**src/rtl/mips_cpu_state_sequencer.sv**
```systemverilog
// Multicycle HALT/FETCH/DECODE/EXEC1/EXEC2 sequencer with waitrequest stall and watchdog.
// Define STATE_SEQ_PERF_EN to add the instr_count/stall_count performance outputs.
module mips_cpu_state_sequencer #(
    parameter int STALL_LIMIT = 1024,
    parameter int STALL_W     = 16
) (
    input  logic        clk,
    input  logic        reset,
    input  logic        waitrequest,
    input  logic        mem_req,
    input  logic [31:0] pc_next,
    output logic [3:0]  state,
    output logic        active,
    output logic        stall,
    output logic        retire,
`ifdef STATE_SEQ_PERF_EN
    output logic [31:0] instr_count,
    output logic [31:0] stall_count,
`endif
    output logic        bus_error
);

    localparam logic [3:0] ST_HALT   = 4'd0;
    localparam logic [3:0] ST_FETCH  = 4'd1;
    localparam logic [3:0] ST_DECODE = 4'd2;
    localparam logic [3:0] ST_EXEC1  = 4'd3;
    localparam logic [3:0] ST_EXEC2  = 4'd4;

    localparam logic [STALL_W-1:0] CNT_MAX  = '1;
    localparam logic [STALL_W-1:0] LIMIT_M1 =
        STALL_W'((STALL_LIMIT == 0) ? 0 : STALL_LIMIT - 1);
    localparam bit WDOG_EN = (STALL_LIMIT != 0);

    logic [3:0]         state_q, state_d;
    logic [STALL_W-1:0] stall_cnt_q, stall_cnt_d;
    logic               bus_error_q, bus_error_d;
    logic               armed_q, armed_d;
    logic               mem_phase;
    logic               wdog_fire;

    // State register; armed_q marks that a reset has occurred and HALT may start.
    always_ff @(posedge clk or posedge reset) begin
        if (reset) begin
            state_q     <= ST_HALT;
            stall_cnt_q <= '0;
            bus_error_q <= 1'b0;
            armed_q     <= 1'b1;
        end else begin
            state_q     <= state_d;
            stall_cnt_q <= stall_cnt_d;
            bus_error_q <= bus_error_d;
            armed_q     <= armed_d;
        end
    end

    // Output decode
    always_comb begin
        mem_phase = 1'b0;
        active    = 1'b0;
        unique case (state_q)
            ST_FETCH, ST_EXEC1, ST_EXEC2: begin
                mem_phase = 1'b1;
                active    = 1'b1;
            end
            ST_DECODE: active = 1'b1;
            default: begin
                mem_phase = 1'b0;
                active    = 1'b0;
            end
        endcase
        stall     = mem_phase & mem_req & waitrequest;
        retire    = (state_q == ST_EXEC2) & ~stall;
        state     = state_q;
        bus_error = bus_error_q;
    end

    // A completing access drops stall, so completion always beats the watchdog.
    assign wdog_fire = WDOG_EN && stall && (stall_cnt_q == LIMIT_M1);

    // Next-state logic
    always_comb begin
        state_d     = state_q;
        bus_error_d = bus_error_q;
        armed_d     = armed_q;
        unique case (state_q)
            ST_HALT: begin
                if (armed_q) begin
                    state_d = ST_FETCH;
                    armed_d = 1'b0;
                end
            end
            ST_FETCH: begin
                if (wdog_fire) begin
                    state_d     = ST_HALT;
                    bus_error_d = 1'b1;
                end else if (!stall) begin
                    state_d = ST_DECODE;
                end
            end
            ST_DECODE: state_d = ST_EXEC1;
            ST_EXEC1: begin
                if (wdog_fire) begin
                    state_d     = ST_HALT;
                    bus_error_d = 1'b1;
                end else if (!stall) begin
                    state_d = ST_EXEC2;
                end
            end
            ST_EXEC2: begin
                if (wdog_fire) begin
                    state_d     = ST_HALT;
                    bus_error_d = 1'b1;
                end else if (!stall) begin
                    state_d = (pc_next == 32'h0) ? ST_HALT : ST_FETCH;
                end
            end
            default: begin
                state_d     = ST_HALT;
                bus_error_d = 1'b1;
                armed_d     = 1'b0;
            end
        endcase
    end

    // Stall counter: per-access, cleared on every transition, saturating.
    always_comb begin
        stall_cnt_d = stall_cnt_q;
        if (state_d != state_q) begin
            stall_cnt_d = '0;
        end else if (stall && (stall_cnt_q != CNT_MAX)) begin
            stall_cnt_d = stall_cnt_q + STALL_W'(1);
        end
    end

`ifdef STATE_SEQ_PERF_EN
    logic [31:0] instr_count_q, instr_count_d;
    logic [31:0] stall_count_q, stall_count_d;

    always_ff @(posedge clk or posedge reset) begin
        if (reset) begin
            instr_count_q <= '0;
            stall_count_q <= '0;
        end else begin
            instr_count_q <= instr_count_d;
            stall_count_q <= stall_count_d;
        end
    end

    // retire and stall are both zero in HALT, so the counters freeze there.
    always_comb begin
        instr_count_d = instr_count_q + {31'd0, retire};
        stall_count_d = stall_count_q + {31'd0, stall};
        instr_count   = instr_count_q;
        stall_count   = stall_count_q;
    end
`endif

endmodule

```
**config.mk**
```make
export PLATFORM = sky130hd
export DESIGN_NAME = mips_cpu_state_sequencer
export DESIGN_NICKNAME = d
export VERILOG_FILES = /design/src/rtl/mips_cpu_state_sequencer.sv
export SDC_FILE = /design/constraint.sdc
export NUM_CORES = 1
export LEC_CHECK = 0
export CORE_MARGIN = 5
export CORE_UTILIZATION = 45
export CTS_CLUSTER_SIZE = 12
export DETAILED_ROUTE_END_ITERATION = 6
export PLACE_DENSITY = 0.76
export RECOVER_POWER = 100
export SETUP_SLACK_MARGIN = 0.2
export SLEW_MARGIN = 20
export SYNTH_ARGS = -nofsm -noshare
export SYNTH_HDL_FRONTEND = slang
export SYNTH_SLANG_ARGS = --single-unit
export TNS_END_PERCENT = 10
```
**constraint.sdc**
```tcl
create_clock -name clk -period 2.66 [get_ports clk]
set_input_delay 0.532 -clock clk [delete_from_list [all_inputs] [get_ports clk]]
set_output_delay 0.532 -clock clk [all_outputs]
set_load 0.03 [all_outputs]
```
==> summary.txt, run 1 <==
Detailed routing
  – DR WL/cell: 14.3 µm
  – 1st-pass router iterations: 4
  – Post-DR vias/cell: 5.45
  – DR iter-0 viols: 67
  – Antenna-violating nets left: 0
  – DRC viols: 0
  – Final wirelength: 3130 µm
  – Via Count: 1193

Place
  – DP HPWL: 2510 µm
  – Placed inst area: 1780 µm²
  – DP Worst Slack: 0.139 ns
  – Gpl congestion: 0.812
  – Inst Count DP: 215
  – Port Buffer Count: 43

STA
  – Final setup violation count: 0
  – Final clock period utilization by the worst path: 0.884
  – Final Hold Violating Endpoints: 0
  – Final WS setup: 0.308 ns
  – Relative slew slack: 0.468
  – Min Hold Slack: 0.499 ns
  – Worst Max-Slew Pin Slew: 0.797 ns
  – Post-layout minimum cycle time: 2.35 ns
  – Slew Viols, Final: 0
  – RSZ-0062 raised after global routing: true
  – Worst clock skew: 0.00524 ns
  – Max Freq: 425 MHz
  – Final TNS setup: 0 ns

Setup path
  – Worst R2R Path Depth: 6
  – CP Launch Type: flip-flop
  – Required @ worst endpoint: 2.86 ns
  – Reg2reg start: stall_cnt_q[11]$_DFFE_PP0P_
  – CP Class: reg -> reg
  – R2R Path End: stall_cnt_q[6]$_DFFE_PP0P_
  – Worst-path maximum fanout: 10
  – Crit end category: flip-flop
  – CP Data Arrival Time: 2.55 ns
  – Register-to-Register Setup Slack: 0.31 ns

Synthesis
  – Top cell type's share of synthesized area: 0.402
  – Ys async rst share: 1.00
  – Post-synthesis sequential area ratio: 0.422
  – Synth Warn #: 0
  – Most frequent cell after synthesis: dfrtp_1
  – Synthesized flop and latch total: 22
  – Synth Cell Area: 1310 µm²
  – Synth Flop Type: dfrtp_1
  – Cell taking the most area after synthesis: dfrtp_1
  – Post-synth EDFFs: 0
  – Syn Inst Count: 140
  – Post-synth top cells: dfrtp_1, nor2_1, nor4_1, xnor2_1, nand2_1
  – Yosys cell types: 38
  – Ranking of synthesized cells by area: dfrtp_1, xnor2_1, nor4_1
  – Post-synth net total: 177
  – Avg Cell Area, Syn: 9.34 µm²

Hold path
  – Min-Delay Path Class: reg -> reg
  – Hold Path Depth: 1
  – Hold Crit Start: armed_q$_DFFE_PP1N_
  – Hold EP: armed_q$_DFFE_PP1N_

Clock tree
  – Cts hold-fix bufs: 0
  – Setup bufs post-CTS: 0
  – Clock Path Buffers: 2
  – Clock slew at reported path FFs: 0.12 ns
  – Clock latency at the later pin of the worst-skew pair: 0.31 ns
  – TritonCTS clock tree: yes
  – Sink Count: 22
  – CTS Root Cell: clkbuf_4
  – CTS HTree Levels: 1
  – Number of CTS-inserted buffers: 3

Global route
  – Vias in the first global route: 1212
  – First-pass GRT wire length: 5510 µm
  – Largest net degree at the start of global routing: 23
  – Gr usage total: 0.163
  – Global route total overflow: 0
  – Initial antenna violation count: 0

Floorplan
  – Die Span X: 63.9 µm
  – Top-level port count: 44
  – Die ar.: 4080 µm²
  – Die Span Y: 63.9 µm
  – Core ar.: 2780 µm²
  – Initial core utilization: 0.470
  – FP Rows: 19

Job
  – Max_cap viols: 0

Cells and area
  – Layout cell share with drive strength beyond 1: 0.0851
  – Fillers: 238
  – Area of the multi-input gates: 708 µm²
  – Design area: 1780 µm²
  – Seq. cell area: 552 µm²
  – Nets: 226
  – Diode count: 0
  – Layout area overhead: 36.1%
  – Post-Layout Cell Count: 219

Power and ir drop
  – Worst VDD drop: 0.399 mV
  – Leakage power: 0.703 nW
  – Power density cells: 318 nW/µm²

Outcome
  – Status: finished, final reports clean
[metal layers]
| metal | routed length, µm | GRT usage |
|---|---|---|
| met3 | 115 | 0.0420 |
| met5 | 0 | 0 |
| met4 | 14 | 0.0260 |
| met2 | 1600 | 0.274 |
| met1 | 1400 | 0.216 |
[layout make-up]
type	count	share of cell area
flip-flops and latches	22	0.310
well taps	31	0.0218
inverters	2	0.00422
multi-input cells	113	0.398
clock buffers	4	0.0148
repair buffers	47	0.251
[worst max-delay path by stage]
stage                                 from                    endpoint  slack (ns)
2_1_floorplan           state[0]$_DFF_PP0_                      active        0.51
3_3_place_gp                   waitrequest                      retire        0.15
3_5_place_dp                   waitrequest                      retire        0.14
4_1_cts                        waitrequest                      retire        0.14
5_1_grt        stall_cnt_q[11]$_DFFE_PP0P_  stall_cnt_q[6]$_DFFE_PP0P_        0.13
6_report       stall_cnt_q[11]$_DFFE_PP0P_  stall_cnt_q[6]$_DFFE_PP0P_        0.31
[registers in the layout (all words and copies together) (netlist names)]
signal	count
bus_error	1
stall_cnt_q	16
state	4
armed_q	1
[cells in the final DEF (no fill, tap or decap), types with 2 or more instances in the layout]
cell type / instances
clkdlybuf4s50_1: 34
dfrtp_1: 21
nor2_1: 19
nor4_1: 13
xnor2_1: 12
nand2_1: 10
nand4_1: 7
nand3_1: 7
nor3_1: 6
o21ai_0: 6
dlygate4sd3_1: 6
a21oi_1: 5
buf_4: 4
clkbuf_4: 3
clkbuf_1: 3
o211ai_1: 2
and4_1: 2
inv_1: 2
xor2_1: 2
nor3b_1: 2
nor4b_1: 2
[stage by stage]
stage                util  power, mW
finish              0.640      0.567
global route        0.640      0.599
CTS                 0.652      0.572
detailed placement  0.641      0.420
global placement    0.641      0.418
floorplan               -      0.361
[what timing repair did]
| action | in CTS | in global routing |
|---|---|---|
| endpoints found under the setup margin | 2 | 2 |
| gates cloned | 0 | 0 |
| gates resized for setup | 2 | 1 |
[power by group]
part / switching [mW] / internal (mW)
logic: 0.0232 / 0.0511
clock network: 0.0972 / 0.0585
registers: 0.00157 / 0.335
[logic make-up (layout without fill, tap and decap cells)]
logic type               after synthesis  in the layout  share of synthesized area
XOR/XNOR                              14             14                     0.0938
AND/OR/NAND/NOR                       79             79                      0.346
other                                  1              1                    0.00287
buffers and inverters                  5             53                     0.0220
flip-flops                            22             22                      0.422
adder cells (fa/ha/maj)                1              1                    0.00957
AO/OA/AOI/OAI                         18             18                      0.103
[worst max-delay path, cell delays in order (launching register included)]
cell       delay [ns]
dfrtp_1          0.46
or4_1            0.54
nor4_1           0.28
a21oi_1          0.21
o2111ai_4        0.37
clkbuf_1         0.29
nor2_1           0.09
Power figures use the tool's default switching activity.
==> inputs of run 2 (changes only) <==
--- a/config.mk
+++ b/config.mk
@@ -5,6 +5,7 @@
 export SDC_FILE = /design/constraint.sdc
 export NUM_CORES = 1
 export LEC_CHECK = 0
+export CAP_MARGIN = 20
 export CORE_MARGIN = 5
 export CORE_UTILIZATION = 45
 export CTS_CLUSTER_SIZE = 12
==> results of run 2 <==
The final DEF is identical to that of run 1; final timing and power are the same.
